File: src/rtl/dtc_pkg.sv
// Shared DTC link constants and parser state encoding, common to the
// receive deframer and the transmitter.
package dtc_pkg;

  localparam logic [15:0] SYNC       = 16'hBC50;
  localparam logic [15:0] REPLY_HDR  = 16'hF7F7;
  localparam logic [15:0] STATUS_HDR = 16'hDCDC;
  localparam logic [15:0] EVENT_HDR  = 16'h5C5C;
  localparam logic [15:0] TRAILER    = 16'hC5D5;

  typedef enum logic [3:0] {
    IDLE,
    ST_WORD,
    RP_AH,
    RP_AL,
    RP_DH,
    RP_DL,
    EV_ADC,
    EV_TDC,
    EV_TRL
  } parser_state_e;

endpackage

File: src/rtl/dtc_rx_deframer_if.sv
// Nibble input and decoded-output bundle of the DTC receive deframer.
interface dtc_rx_deframer_if;
  logic [3:0]  dtc_nibble;
  logic        locked;
  logic        status_vld;
  logic [15:0] status;
  logic        reply_vld;
  logic [31:0] reply_addr;
  logic [31:0] reply_data;
  logic        adc_vld;
  logic [11:0] adc_word;
  logic [5:0]  adc_ch;
  logic [5:0]  adc_sample;
  logic        event_start;
  logic        event_done;
  logic        event_err;
  logic [15:0] err_cnt;

  modport master (
    output dtc_nibble,
    input  locked, status_vld, status, reply_vld, reply_addr, reply_data,
    input  adc_vld, adc_word, adc_ch, adc_sample,
    input  event_start, event_done, event_err, err_cnt
  );

  modport slave (
    input  dtc_nibble,
    output locked, status_vld, status, reply_vld, reply_addr, reply_data,
    output adc_vld, adc_word, adc_ch, adc_sample,
    output event_start, event_done, event_err, err_cnt
  );
endinterface

File: src/rtl/dtc_rx_align.sv
// Word aligner: shifts nibbles into a 16-bit window, locks onto a repeating
// SYNC phase and then emits one word every four cycles at that phase.
module dtc_rx_align
  import dtc_pkg::*;
#(
  parameter int LOCK_SYNCS = 3
) (
  input  logic        dtc_clk,
  input  logic        rst,
  input  logic [3:0]  nibble,
  input  logic        unlock,
  output logic        locked,
  output logic        word_vld,
  output logic [15:0] word
);
  localparam int CNT_W = $clog2(LOCK_SYNCS + 1);

  logic [15:0]      sr_q, sr_d, word_q, word_d;
  logic [1:0]       phase_q, phase_d, cap_q, cap_d;
  logic [CNT_W-1:0] cnt_q, cnt_d;
  logic             locked_q, locked_d, word_vld_q, word_vld_d;

  always_comb begin
    sr_d       = {nibble, sr_q[15:4]};
    phase_d    = phase_q + 2'd1;
    cap_d      = cap_q;
    cnt_d      = cnt_q;
    locked_d   = locked_q;
    word_vld_d = 1'b0;
    word_d     = word_q;
    if (unlock) begin
      locked_d = 1'b0;
      cnt_d    = '0;
    end else if (locked_q) begin
      if (phase_q == cap_q) begin
        word_vld_d = 1'b1;
        word_d     = sr_q;
      end
    end else if (cnt_q != '0 && phase_q == cap_q) begin
      // A miss at the candidate phase keeps the phase but restarts the run.
      if (sr_q == SYNC) begin
        if (cnt_q == CNT_W'(LOCK_SYNCS - 1)) begin
          locked_d = 1'b1;
          cnt_d    = '0;
        end else begin
          cnt_d = cnt_q + CNT_W'(1);
        end
      end else begin
        cnt_d = CNT_W'(1);
      end
    end else if (sr_q == SYNC) begin
      cap_d = phase_q;
      cnt_d = CNT_W'(1);
    end
  end

  always_ff @(posedge dtc_clk) begin
    sr_q   <= sr_d;
    word_q <= word_d;
    if (rst) begin
      phase_q    <= '0;
      cap_q      <= '0;
      cnt_q      <= '0;
      locked_q   <= 1'b0;
      word_vld_q <= 1'b0;
    end else begin
      phase_q    <= phase_d;
      cap_q      <= cap_d;
      cnt_q      <= cnt_d;
      locked_q   <= locked_d;
      word_vld_q <= word_vld_d;
    end
  end

  assign locked   = locked_q;
  assign word_vld = word_vld_q;
  assign word     = word_q;
endmodule

File: src/rtl/dtc_rx_deframer.sv
// DTC receive deframer: aligns the nibble stream and parses status, register
// reply and ADC event frames into registered strobes.
module dtc_rx_deframer
  import dtc_pkg::*;
#(
  parameter int N_CH        = 64,
  parameter int N_SAMPLES   = 40,
  parameter int LOCK_SYNCS  = 3,
  parameter int UNLOCK_BAD  = 8,
  parameter int TRAILER_MAX = 8
) (
  input  logic              dtc_clk,
  input  logic              rst,
  dtc_rx_deframer_if.slave  bus
);
  localparam int BAD_W = $clog2(UNLOCK_BAD + 1);
  localparam int TRL_W = $clog2(TRAILER_MAX + 1);

  function automatic logic [15:0] sat_inc(input logic [15:0] v);
    return (v == 16'hFFFF) ? v : v + 16'd1;
  endfunction

  logic        locked, word_vld, unlock, act;
  logic [15:0] word;

  dtc_rx_align #(.LOCK_SYNCS(LOCK_SYNCS)) u_align (
    .dtc_clk (dtc_clk),
    .rst     (rst),
    .nibble  (bus.dtc_nibble),
    .unlock  (unlock),
    .locked  (locked),
    .word_vld(word_vld),
    .word    (word)
  );

  parser_state_e    state_q, state_d;
  logic [BAD_W-1:0] bad_q, bad_d;
  logic [TRL_W-1:0] trl_q, trl_d;
  logic [5:0]       ch_q, ch_d, smp_q, smp_d, adc_ch_q, adc_ch_d, adc_smp_q, adc_smp_d;
  logic [15:0]      err_q, err_d, status_q, status_d;
  logic [11:0]      adc_word_q, adc_word_d;
  logic [31:0]      acc_addr_q, acc_addr_d, rp_addr_q, rp_addr_d, rp_data_q, rp_data_d;
  logic [15:0]      acc_data_q, acc_data_d;
  logic             ev_err_q, ev_err_d, status_vld_q, status_vld_d, reply_vld_q, reply_vld_d;
  logic             adc_vld_q, adc_vld_d, start_q, start_d, done_q, done_d, everr_q, everr_d;

  assign act = word_vld && locked;

  always_comb begin
    state_d = state_q;  bad_d = bad_q;  trl_d = trl_q;  err_d = err_q;
    ch_d = ch_q;  smp_d = smp_q;  ev_err_d = ev_err_q;
    adc_ch_d = adc_ch_q;  adc_smp_d = adc_smp_q;  adc_word_d = adc_word_q;
    status_d = status_q;  rp_addr_d = rp_addr_q;  rp_data_d = rp_data_q;
    acc_addr_d = acc_addr_q;  acc_data_d = acc_data_q;
    status_vld_d = 1'b0;  reply_vld_d = 1'b0;  adc_vld_d = 1'b0;
    start_d = 1'b0;  done_d = 1'b0;  everr_d = 1'b0;  unlock = 1'b0;
    if (!locked && state_q != IDLE) begin
      // Lock lost mid-frame: drop partial results, flag only open events.
      state_d = IDLE;
      everr_d = state_q inside {EV_ADC, EV_TDC, EV_TRL};
    end else if (act) begin
      case (state_q)
        IDLE: begin
          bad_d = '0;
          if (word == STATUS_HDR)     state_d = ST_WORD;
          else if (word == REPLY_HDR) state_d = RP_AH;
          else if (word == EVENT_HDR) begin
            state_d  = EV_ADC;
            start_d  = 1'b1;
            ch_d     = 6'(N_CH - 1);
            smp_d    = 6'(N_SAMPLES - 1);
            ev_err_d = 1'b0;
          end else if (word != SYNC) begin
            err_d = sat_inc(err_q);
            if (bad_q == BAD_W'(UNLOCK_BAD - 1)) unlock = 1'b1;
            else                                  bad_d  = bad_q + BAD_W'(1);
          end
        end
        ST_WORD: begin
          status_d = word;  status_vld_d = 1'b1;  state_d = IDLE;
        end
        RP_AH: begin acc_addr_d[31:16] = word;  state_d = RP_AL; end
        RP_AL: begin acc_addr_d[15:0]  = word;  state_d = RP_DH; end
        RP_DH: begin acc_data_d        = word;  state_d = RP_DL; end
        RP_DL: begin
          rp_addr_d = acc_addr_q;  rp_data_d = {acc_data_q, word};
          reply_vld_d = 1'b1;  state_d = IDLE;
        end
        EV_ADC: begin
          adc_vld_d = 1'b1;  adc_word_d = word[11:0];
          adc_ch_d  = ch_q;  adc_smp_d  = smp_q;
          if (word[15:12] != 4'h0) begin
            ev_err_d = 1'b1;  err_d = sat_inc(err_q);
          end
          if (ch_q == 6'd0 && smp_q == 6'd0) state_d = EV_TDC;
          else if (smp_q == 6'd0) begin
            smp_d = 6'(N_SAMPLES - 1);  ch_d = ch_q - 6'd1;
          end else smp_d = smp_q - 6'd1;
        end
        EV_TDC: begin state_d = EV_TRL;  trl_d = '0; end
        EV_TRL: begin
          if (word == TRAILER) begin
            done_d = 1'b1;  everr_d = ev_err_q;  state_d = IDLE;
          end else if (trl_q == TRL_W'(TRAILER_MAX - 1)) begin
            everr_d = 1'b1;  err_d = sat_inc(err_q);  state_d = IDLE;
          end else trl_d = trl_q + TRL_W'(1);
        end
        default: state_d = IDLE;
      endcase
    end
  end

  // Frame accumulators carry no meaning outside a frame and are not reset.
  always_ff @(posedge dtc_clk) begin
    acc_addr_q <= acc_addr_d;
    acc_data_q <= acc_data_d;
  end

  always_ff @(posedge dtc_clk) begin
    if (rst) begin
      state_q <= IDLE;  bad_q <= '0;  trl_q <= '0;  err_q <= '0;
      ch_q <= '0;  smp_q <= '0;  ev_err_q <= 1'b0;
      adc_ch_q <= '0;  adc_smp_q <= '0;  adc_word_q <= '0;
      status_q <= '0;  rp_addr_q <= '0;  rp_data_q <= '0;
      status_vld_q <= 1'b0;  reply_vld_q <= 1'b0;  adc_vld_q <= 1'b0;
      start_q <= 1'b0;  done_q <= 1'b0;  everr_q <= 1'b0;
    end else begin
      state_q <= state_d;  bad_q <= bad_d;  trl_q <= trl_d;  err_q <= err_d;
      ch_q <= ch_d;  smp_q <= smp_d;  ev_err_q <= ev_err_d;
      adc_ch_q <= adc_ch_d;  adc_smp_q <= adc_smp_d;  adc_word_q <= adc_word_d;
      status_q <= status_d;  rp_addr_q <= rp_addr_d;  rp_data_q <= rp_data_d;
      status_vld_q <= status_vld_d;  reply_vld_q <= reply_vld_d;  adc_vld_q <= adc_vld_d;
      start_q <= start_d;  done_q <= done_d;  everr_q <= everr_d;
    end
  end

  assign bus.locked      = locked;
  assign bus.status_vld  = status_vld_q;
  assign bus.status      = status_q;
  assign bus.reply_vld   = reply_vld_q;
  assign bus.reply_addr  = rp_addr_q;
  assign bus.reply_data  = rp_data_q;
  assign bus.adc_vld     = adc_vld_q;
  assign bus.adc_word    = adc_word_q;
  assign bus.adc_ch      = adc_ch_q;
  assign bus.adc_sample  = adc_smp_q;
  assign bus.event_start = start_q;
  assign bus.event_done  = done_q;
  assign bus.event_err   = everr_q;
  assign bus.err_cnt     = err_q;
endmodule

File: src/flat_wrapper.sv
// flat-port wrapper written by rule: the top's interface ports become plain ports
module dtc_rx_deframer_flat import dtc_pkg::*;
#(
  parameter int N_CH        = 64,
  parameter int N_SAMPLES   = 40,
  parameter int LOCK_SYNCS  = 3,
  parameter int UNLOCK_BAD  = 8,
  parameter int TRAILER_MAX = 8
)
  (dtc_clk, rst, bus_dtc_nibble, bus_locked, bus_status_vld, bus_status, bus_reply_vld, bus_reply_addr, bus_reply_data, bus_adc_vld, bus_adc_word, bus_adc_ch, bus_adc_sample, bus_event_start, bus_event_done, bus_event_err, bus_err_cnt);
  dtc_rx_deframer_if bus_i ();
  input  logic dtc_clk;
  input  logic rst;
  input wire logic [$bits(bus_i.dtc_nibble)-1:0] bus_dtc_nibble;
  output wire logic [$bits(bus_i.locked)-1:0] bus_locked;
  output wire logic [$bits(bus_i.status_vld)-1:0] bus_status_vld;
  output wire logic [$bits(bus_i.status)-1:0] bus_status;
  output wire logic [$bits(bus_i.reply_vld)-1:0] bus_reply_vld;
  output wire logic [$bits(bus_i.reply_addr)-1:0] bus_reply_addr;
  output wire logic [$bits(bus_i.reply_data)-1:0] bus_reply_data;
  output wire logic [$bits(bus_i.adc_vld)-1:0] bus_adc_vld;
  output wire logic [$bits(bus_i.adc_word)-1:0] bus_adc_word;
  output wire logic [$bits(bus_i.adc_ch)-1:0] bus_adc_ch;
  output wire logic [$bits(bus_i.adc_sample)-1:0] bus_adc_sample;
  output wire logic [$bits(bus_i.event_start)-1:0] bus_event_start;
  output wire logic [$bits(bus_i.event_done)-1:0] bus_event_done;
  output wire logic [$bits(bus_i.event_err)-1:0] bus_event_err;
  output wire logic [$bits(bus_i.err_cnt)-1:0] bus_err_cnt;
  assign bus_i.dtc_nibble = bus_dtc_nibble;
  assign bus_locked = bus_i.locked;
  assign bus_status_vld = bus_i.status_vld;
  assign bus_status = bus_i.status;
  assign bus_reply_vld = bus_i.reply_vld;
  assign bus_reply_addr = bus_i.reply_addr;
  assign bus_reply_data = bus_i.reply_data;
  assign bus_adc_vld = bus_i.adc_vld;
  assign bus_adc_word = bus_i.adc_word;
  assign bus_adc_ch = bus_i.adc_ch;
  assign bus_adc_sample = bus_i.adc_sample;
  assign bus_event_start = bus_i.event_start;
  assign bus_event_done = bus_i.event_done;
  assign bus_event_err = bus_i.event_err;
  assign bus_err_cnt = bus_i.err_cnt;
  dtc_rx_deframer #(.N_CH(N_CH), .N_SAMPLES(N_SAMPLES), .LOCK_SYNCS(LOCK_SYNCS), .UNLOCK_BAD(UNLOCK_BAD), .TRAILER_MAX(TRAILER_MAX)) u_core (.dtc_clk(dtc_clk), .rst(rst), .bus(bus_i));
endmodule
File: config.mk
export PLATFORM = sky130hd
export DESIGN_NAME = dtc_rx_deframer_flat
export DESIGN_NICKNAME = d
export VERILOG_FILES = /design/src/rtl/dtc_pkg.sv /design/src/rtl/dtc_rx_deframer_if.sv /design/src/rtl/dtc_rx_align.sv /design/src/rtl/dtc_rx_deframer.sv /design/src/flat_wrapper.sv
export SDC_FILE = /design/constraint.sdc
export NUM_CORES = 1
export LEC_CHECK = 0
export ABC_CLOCK_PERIOD_IN_PS = 4370
export BUFFER_PORTS_ARGS = -buffer_cell sky130_fd_sc_hd__buf_2
export CAP_MARGIN = 20
export CORE_MARGIN = 8
export CORE_UTILIZATION = 55
export DETAILED_ROUTE_END_ITERATION = 10
export PLACE_DENSITY = 0.73
export SLEW_MARGIN = 20
export SYNTH_ARGS = -nofsm -noshare
export SYNTH_HDL_FRONTEND = slang
export SYNTH_SLANG_ARGS = --single-unit
File: constraint.sdc
create_clock -name dtc_clk -period 4.37 [get_ports dtc_clk]
set_input_delay 0.2185 -clock dtc_clk [delete_from_list [all_inputs] [get_ports dtc_clk]]
set_output_delay 0.2185 -clock dtc_clk [all_outputs]
set_load 0.01 [all_outputs]
==> results of run 1 <==
==> layer usage <==
layer | share of wire | global-route usage
met4 | 0.017 | 0.05537
met3 | 0.068 | 0.03973
met2 | 0.46 | 0.3317
met5 | 0 | 0
met1 | 0.45 | 0.2944
==> worst min path at each step <==
stage,to,slack [ns],cells past startpoint
3_5_place_dp,u_core.u_align.sr_q[13]$_DFF_P_,0.32,1
4_1_cts,u_core.u_align.sr_q[12]$_DFF_P_,0.31,2
6_report,u_core.bus.err_cnt[14]$_SDFFE_PP0P_,0.30,2
3_3_place_gp,u_core.u_align.sr_q[15]$_DFF_P_,0.32,1
2_1_floorplan,u_core.u_align.sr_q[12]$_DFF_P_,0.25,0
5_1_grt,u_core.u_align.sr_q[13]$_DFF_P_,0.32,2
==> report_power, final <==
group	internal (mW)	switching, mW
Sequential	2.27	0.00911
Clock	1.02	0.814
Combinational	0.0114	0.0284
==> through the flow <==
step / hold slack, ns / util
after floorplan: 0.2462 / -
after CTS: 0.3092 / 0.6570
after global placement: 0.3216 / 0.6107
final: 0.3031 / 0.6570
after global routing: 0.3167 / 0.6570
after detailed placement: 0.3221 / 0.6107
==> placed cells by master, fill, tap and decap left out, drive strengths merged, types with 12 or more instances in the layout <==
master	n
clkbuf	33
nand3	23
nand2	228
dfxtp	175
nor3	15
inv	12
nor2	39
a21oi	132
buf	142
edfxtp	64
or3	12
o21ai	14
==> logic make-up after synthesis <==
group                    share of synthesized area
AO/OA/AOI/OAI                               0.1277
multiplexers                              0.008514
XOR/XNOR                                  0.005960
flip-flops                                  0.6153
buffers and inverters                      0.02980
adder cells (fa/ha/maj)                   0.008514
AND/OR/NAND/NOR                             0.2042
==> repair_timing <==
action / in CTS / in global routing
endpoints found under the hold margin: 4 / 0
gates resized for setup: 0 / 0
hold buffers: 4 / 0
==> cell type report <==
| type | instances | area (µm²) |
|---|---|---|
| Clock buffer | 33 | 633.1 |
| Clock inverter | 9 | 57.56 |
| Fill cell | 1349 | 5409 |
| Inverter | 11 | 41.29 |
| Multi-Input combinational cell | 597 | 3156 |
| Sequential cell | 239 | 5425 |
| Tap cell | 216 | 270.3 |
| Timing Repair Buffer | 146 | 778.2 |
==> state kept, by name, indices dropped and copies added (netlist names), 6 cells and up <==
name / flops
u_core.bus.err_cnt: 16
u_core.acc_data_q: 16
u_core.acc_addr_q: 32
u_core.bus.reply_data: 32
u_core.u_align.sr_q: 16
u_core.bus.adc_word: 12
u_core.smp_q: 6
u_core.bus.reply_addr: 32
u_core.bus.status: 16
u_core.bus.adc_sample: 6
u_core.ch_q: 6
u_core.u_align.word: 16
u_core.bus.adc_ch: 6
==> out/qor.log, run 1 <==
[sta] Worst Tran Pin Value 1.035 ns
[place] Post-DP Area 0.009630 mm²
[sta] post-layout worst setup margin 1.528 ns
[place] half-perimeter wire length after detailed placement 14620 µm
[logic_synthesis] number of library cell types mapped by synthesis 64
[logic_synthesis] async set or reset register ratio after synthesis 0
[sta] maximum clock frequency 351.8 MHz
[logic_synthesis] gate count after technology mapping 902
[sta] max-slew violations 0
[sta] Period minus WS final 2.842 ns
[die] vertical extent of the die 142.6 µm
[detailed_routing] number of vias per cell after detailed routing 5.581
[setup_path] WP buf/inv 0
[setup_path] slack of the worst reg-to-reg path 1.53 ns
[power] LEAKAGE 3.828 nW
[sta] total setup violations reported at the end of the flow 0
[sta] worst slew slack as a fraction of its limit 0.3062
[setup_path] crit start category flip-flop
[layout] filler-free cell count of the finished design 1251
[job] MaxCap Viol Count 0
[cts] CTS Buf Count 23
[global_routing] total global-route track usage 0.2114
[min_path] launch instance of the worst min-delay path rst
[global_routing] largest net degree at the start of global routing 93
[cts] clock buffer depth 3
[cts] clock transition time at the flip-flop clock pins of the worst setup and hold paths 0.06 ns
[die] number of placement rows 46
[cts] H-tree depth 1
[logic_synthesis] post-synthesis sequential area ratio 0.6153
[logic_synthesis] leading cell types by count after synthesis nand2_1, dfxtp_1, a21oi_1, edfxtp_1, clkbuf_1
[global_routing] grt total ovfl 0
[logic_synthesis] most frequent cell after synthesis nand2_1
[detailed_routing] wire per inst 17.51 µm
[detailed_routing] Post-Route WL 21910 µm
[cts] Clock Sinks 239
[setup_path] Reg-to-Reg Start u_core.u_align.word[11]$_DFFE_PP_
[setup_path] slowest cell on the critical path a21boi_2
[logic_synthesis] EDFF count, synth 64
[setup_path] cell depth of the worst flop-to-flop path 6
[die] core area 0.01577 mm²
[setup_path] data arrival at the endpoint of the critical path 3.25 ns
[detailed_routing] via count 6982
[cts] clock latency of the later-clocked register in the worst-skew pair 0.52 ns
[cts] post-CTS setup-driven buffer insertion count 0
[logic_synthesis] most frequently used flop master after synthesis dfxtp_1
[logic_synthesis] yosys synthesis warning count 0
[place] weighted congestion at the end of routability-driven global placement 0.8745
[layout] number of nets at the end of the flow 1030
[sta] Hold Fails Final Rpt 0
[logic_synthesis] Net Count, Synth 914
[setup_path] kind of critical path flip-flop to flip-flop
[setup_path] family of cells with the greatest summed delay on the critical path simple AND/OR/NAND/NOR gates
[sta] setup repair after global routing missed its margin no
[global_routing] number of global-route vias before repair 6620
[setup_path] Critical Path Fanout Max 30
[layout] Final Instance Area 0.01036 mm²
[layout] growth of design area from synthesis to finish 17.51%
[logic_synthesis] number of storage elements in the synthesis netlist 239
[power] Pwr Density 400.7 mW/mm²
[sta] TNS Setup 0 ns
[setup_path] critical register-to-register path endpoint u_core.bus.err_cnt[5]$_SDFFE_PP0P_
[logic_synthesis] mean instance size in the synthesized netlist 9.775 µm²
[global_routing] initial antenna violation count 0
[die] number of top-level design ports 133
[detailed_routing] drt first-iter violations 489
[place] number of port buffers 132
[power] power consumption 4.152 mW
[logic_synthesis] post-synthesis cell type with the largest combined area dfxtp_1
[min_path] worst min-delay path category input port to flip-flop
[logic_synthesis] area share of the leading cell type in the synthesized netlist 0.3973
[die] die width 142.6 µm
[cts] CTS Root Buffer Type clkbuf_16
[place] worst slack, placed 1.531 ns
[sta] Worst Clk Skew 0.008210 ns
[detailed_routing] number of routed nets with antenna violations 0
[place] number of placed cells counting well taps 1205
[power] maximum vdd ir drop 0.3022 mV
[die] Initial Utilization 0.5591
[logic_synthesis] biggest area contributors in the synthesized netlist dfxtp_1, edfxtp_1, nand2_1
[setup_path] CP max stage delay 0.86 ns
[setup_path] Critical Path End Type flip-flop
[detailed_routing] first-pass iteration count of the detailed router 5
[detailed_routing] DRC violations left 0
[logic_synthesis] total standard cell area after synthesis 0.008817 mm²
[cts] clock tree from TritonCTS done
[setup_path] termination of the worst setup path u_core.bus.err_cnt[5]$_SDFFE_PP0P_
[setup_path] required arrival time at the worst endpoint 4.78 ns
[layout] fraction of layout cells with a size suffix above 1 0.1923
[setup_path] total number of cells along the worst setup path 6
[run_status] result of the run finished, final reports clean
[sta] post-route clock period utilization 0.6504
[global_routing] first-pass GRT wire length 34780 µm
[die] Die Outline Area 0.02034 mm²
[setup_path] crit path cell chain nand4b_1, nor4_2, nand2_1, a21boi_2, nor3_1, mux2_2
[setup_path] Setup crit start u_core.u_align.word[11]$_DFFE_PP_
[layout] number of diodes 0
(Power assumes the default switching activity.)
==> inputs of run 2 (changes only) <==
--- a/config.mk
+++ b/config.mk
@@ -5,13 +5,13 @@
 export SDC_FILE = /design/constraint.sdc
 export NUM_CORES = 1
 export LEC_CHECK = 0
-export ABC_CLOCK_PERIOD_IN_PS = 4370
+export ABC_CLOCK_PERIOD_IN_PS = 2500
 export BUFFER_PORTS_ARGS = -buffer_cell sky130_fd_sc_hd__buf_2
 export CAP_MARGIN = 20
 export CORE_MARGIN = 8
-export CORE_UTILIZATION = 55
+export CORE_UTILIZATION = 51
 export DETAILED_ROUTE_END_ITERATION = 10
-export PLACE_DENSITY = 0.73
+export PLACE_DENSITY = 0.72
 export SLEW_MARGIN = 20
 export SYNTH_ARGS = -nofsm -noshare
 export SYNTH_HDL_FRONTEND = slang
==> constraint.sdc (replaced) <==
create_clock -name dtc_clk -period 2.5 [get_ports dtc_clk]
set_input_delay 0.125 -clock dtc_clk [delete_from_list [all_inputs] [get_ports dtc_clk]]
set_output_delay 0.125 -clock dtc_clk [all_outputs]
set_load 0.01 [all_outputs]
==> out/qor.log, run 2 (synthesized netlist as in run 1, its figures left out) <==
[run_status] result of the run finished, final reports clean
[min_path] worst min-delay path category input port to flip-flop
[setup_path] crit start category flip-flop
[sta] Hold Fails Final Rpt 0
[sta] TNS Setup 0 ns
[global_routing] first-pass GRT wire length 36160 µm
[detailed_routing] number of routed nets with antenna violations 0
[power] proportion of total power due to net switching 0.1929
[sta] post-layout worst setup margin 0.09485 ns
[layout] highest-count cells in the layout ignoring fill and taps nand2_1, dfxtp_1, a21oi_1
[setup_path] kind of critical path flip-flop to flip-flop
[power] Pwr Density 722.7 mW/mm²
[detailed_routing] number of vias per cell after detailed routing 5.518
[setup_path] Critical Path Fanout Max 16
[layout] final core utilization 0.6340
[cts] clock transition time at the flip-flop clock pins of the worst setup and hold paths 0.06 ns
[cts] CTS Buf Count 24
[die] number of placement rows 48
[place] weighted congestion at the end of routability-driven global placement 0.8470
[power] power consumption 7.843 mW
[sta] max-slew violations 0
[global_routing] grt total ovfl 0
[sta] worst slew slack as a fraction of its limit 0.4518
[layout] number of nets at the end of the flow 1064
[place] Post-DP Area 0.009930 mm²
[cts] clock tree from TritonCTS done
[sta] maximum clock frequency 415.8 MHz
[cts] clock latency of the later-clocked register in the worst-skew pair 0.50 ns
[cts] H-tree depth 1
[power] switching component of the power 1.513 mW
[setup_path] slack of the worst reg-to-reg path 0.09 ns
[place] number of port buffers 132
[power] LEAKAGE 4.090 nW
[detailed_routing] via count 7146
[die] Initial Utilization 0.5151
[setup_path] Critical Path End Type flip-flop
[cts] clock buffer depth 3
[die] number of top-level design ports 133
[sta] Period minus WS final 2.405 ns
[layout] commonest non-fill, non-tap cell in the layout nand2_1
[sta] post-route clock period utilization 0.9621
[layout] growth of design area from synthesis to finish 23.07%
[layout] fill cell count 1389
[global_routing] initial antenna violation count 0
[detailed_routing] wire per inst 17.45 µm
[global_routing] number of global-route vias before repair 6896
[cts] post-CTS setup-driven buffer insertion count 0
[power] share of total power in combinational logic 0.010
[global_routing] largest net degree at the start of global routing 75
[die] Die Outline Area 0.02175 mm²
[power] portion of total power attributed to the clock network 0.482
[die] vertical extent of the die 147.5 µm
[place] half-perimeter wire length after detailed placement 14830 µm
[layout] number of diodes 0
[cts] CTS Root Buffer Type clkbuf_16
[sta] Worst Clk Skew 0.01078 ns
[power] internal power summed over all cells 6.330 mW
[sta] setup repair after global routing missed its margin no
[power] Sequential Power Share 0.509
[detailed_routing] DRC violations left 0
[detailed_routing] drt first-iter violations 561
[place] worst slack, placed 0.1689 ns
[setup_path] required arrival time at the worst endpoint 2.69 ns
[cts] Clock Sinks 239
[job] MaxCap Viol Count 0
[power] maximum vdd ir drop 0.5589 mV
[layout] fraction of layout cells with a size suffix above 1 0.2215
[sta] total setup violations reported at the end of the flow 0
[die] core area 0.01712 mm²
[layout] Final Instance Area 0.01085 mm²
[detailed_routing] Post-Route WL 22600 µm
[detailed_routing] first-pass iteration count of the detailed router 5
[sta] Worst Tran Pin Value 0.8223 ns
[die] die width 147.5 µm
[setup_path] data arrival at the endpoint of the critical path 2.60 ns
[global_routing] total global-route track usage 0.2015
[run 2: layer usage]
layer	track usage	share of wire
met1	0.2682	0.44
met2	0.3335	0.47
met3	0.03638	0.069
met4	0.04997	0.020
met5	0	0
[run 2: repair_timing]
item / 4_1_cts / 5_1_grt
setup endpoints to repair: 0 / 8
hold buffers: 4 / 0
hold endpoints to repair: 4 / 0
gates resized for setup: 0 / 4
[run 2: critical path: stages (launching register included)]
cell and delay, ns:
edfxtp_1 0.39, or3_1 0.50, nor3_1 0.27, o211ai_1 0.20, and2_1 0.27, a31oi_2 0.18
buf_4 0.26
[run 2: power by group through the flow]
| stage | logic, mW | registers [mW] | clock network, mW |
|---|---|---|---|
| final | 0.0761 | 3.99 | 3.78 |
| after global routing | 0.0856 | 3.99 | 3.98 |
| after CTS | 0.0763 | 3.99 | 3.83 |
| after detailed placement | 0.0713 | 4.07 | 0 |
| after global placement | 0.0710 | 4.07 | 0 |
| after floorplan | 0.0515 | 4.07 | 0 |
[run 2: cell type report]
| type | instances | area (µm²) | share of cell area |
|---|---|---|---|
| clock buffer | 31 | 679.4 | 0.06261 |
| clock inverter | 13 | 170.2 | 0.01568 |
| inverter | 11 | 41.29 | 0.003805 |
| multi-input combinational | 597 | 3203 | 0.2952 |
| sequential | 239 | 5425 | 0.4999 |
| tap | 225 | 281.5 | 0.02594 |
| timing repair buffer | 179 | 1051 | 0.09685 |
[run 2: path summary, 6_finish.rpt]
kind                                 endpoint  depth (start not counted)                             start
max reg2reg  u_core.u_align.word[4]$_DFFE_PP_                          6  u_core.u_align.word[1]$_DFFE_PP_
max          u_core.u_align.word[4]$_DFFE_PP_                          6  u_core.u_align.word[1]$_DFFE_PP_
min reg2reg    u_core.u_align.sr_q[3]$_DFF_P_                          0    u_core.u_align.sr_q[7]$_DFF_P_
min           u_core.bus.event_err$_SDFF_PP0_                          2                               rst
[run 2: metrics by stage]
step	instances	hold WS (ns)
2_1_floorplan	902	0.1527
3_3_place_gp	1247	0.2332
3_5_place_dp	1247	0.2287
4_1_cts	1295	0.2015
5_1_grt	1295	0.2497
6_report	1295	0.1939
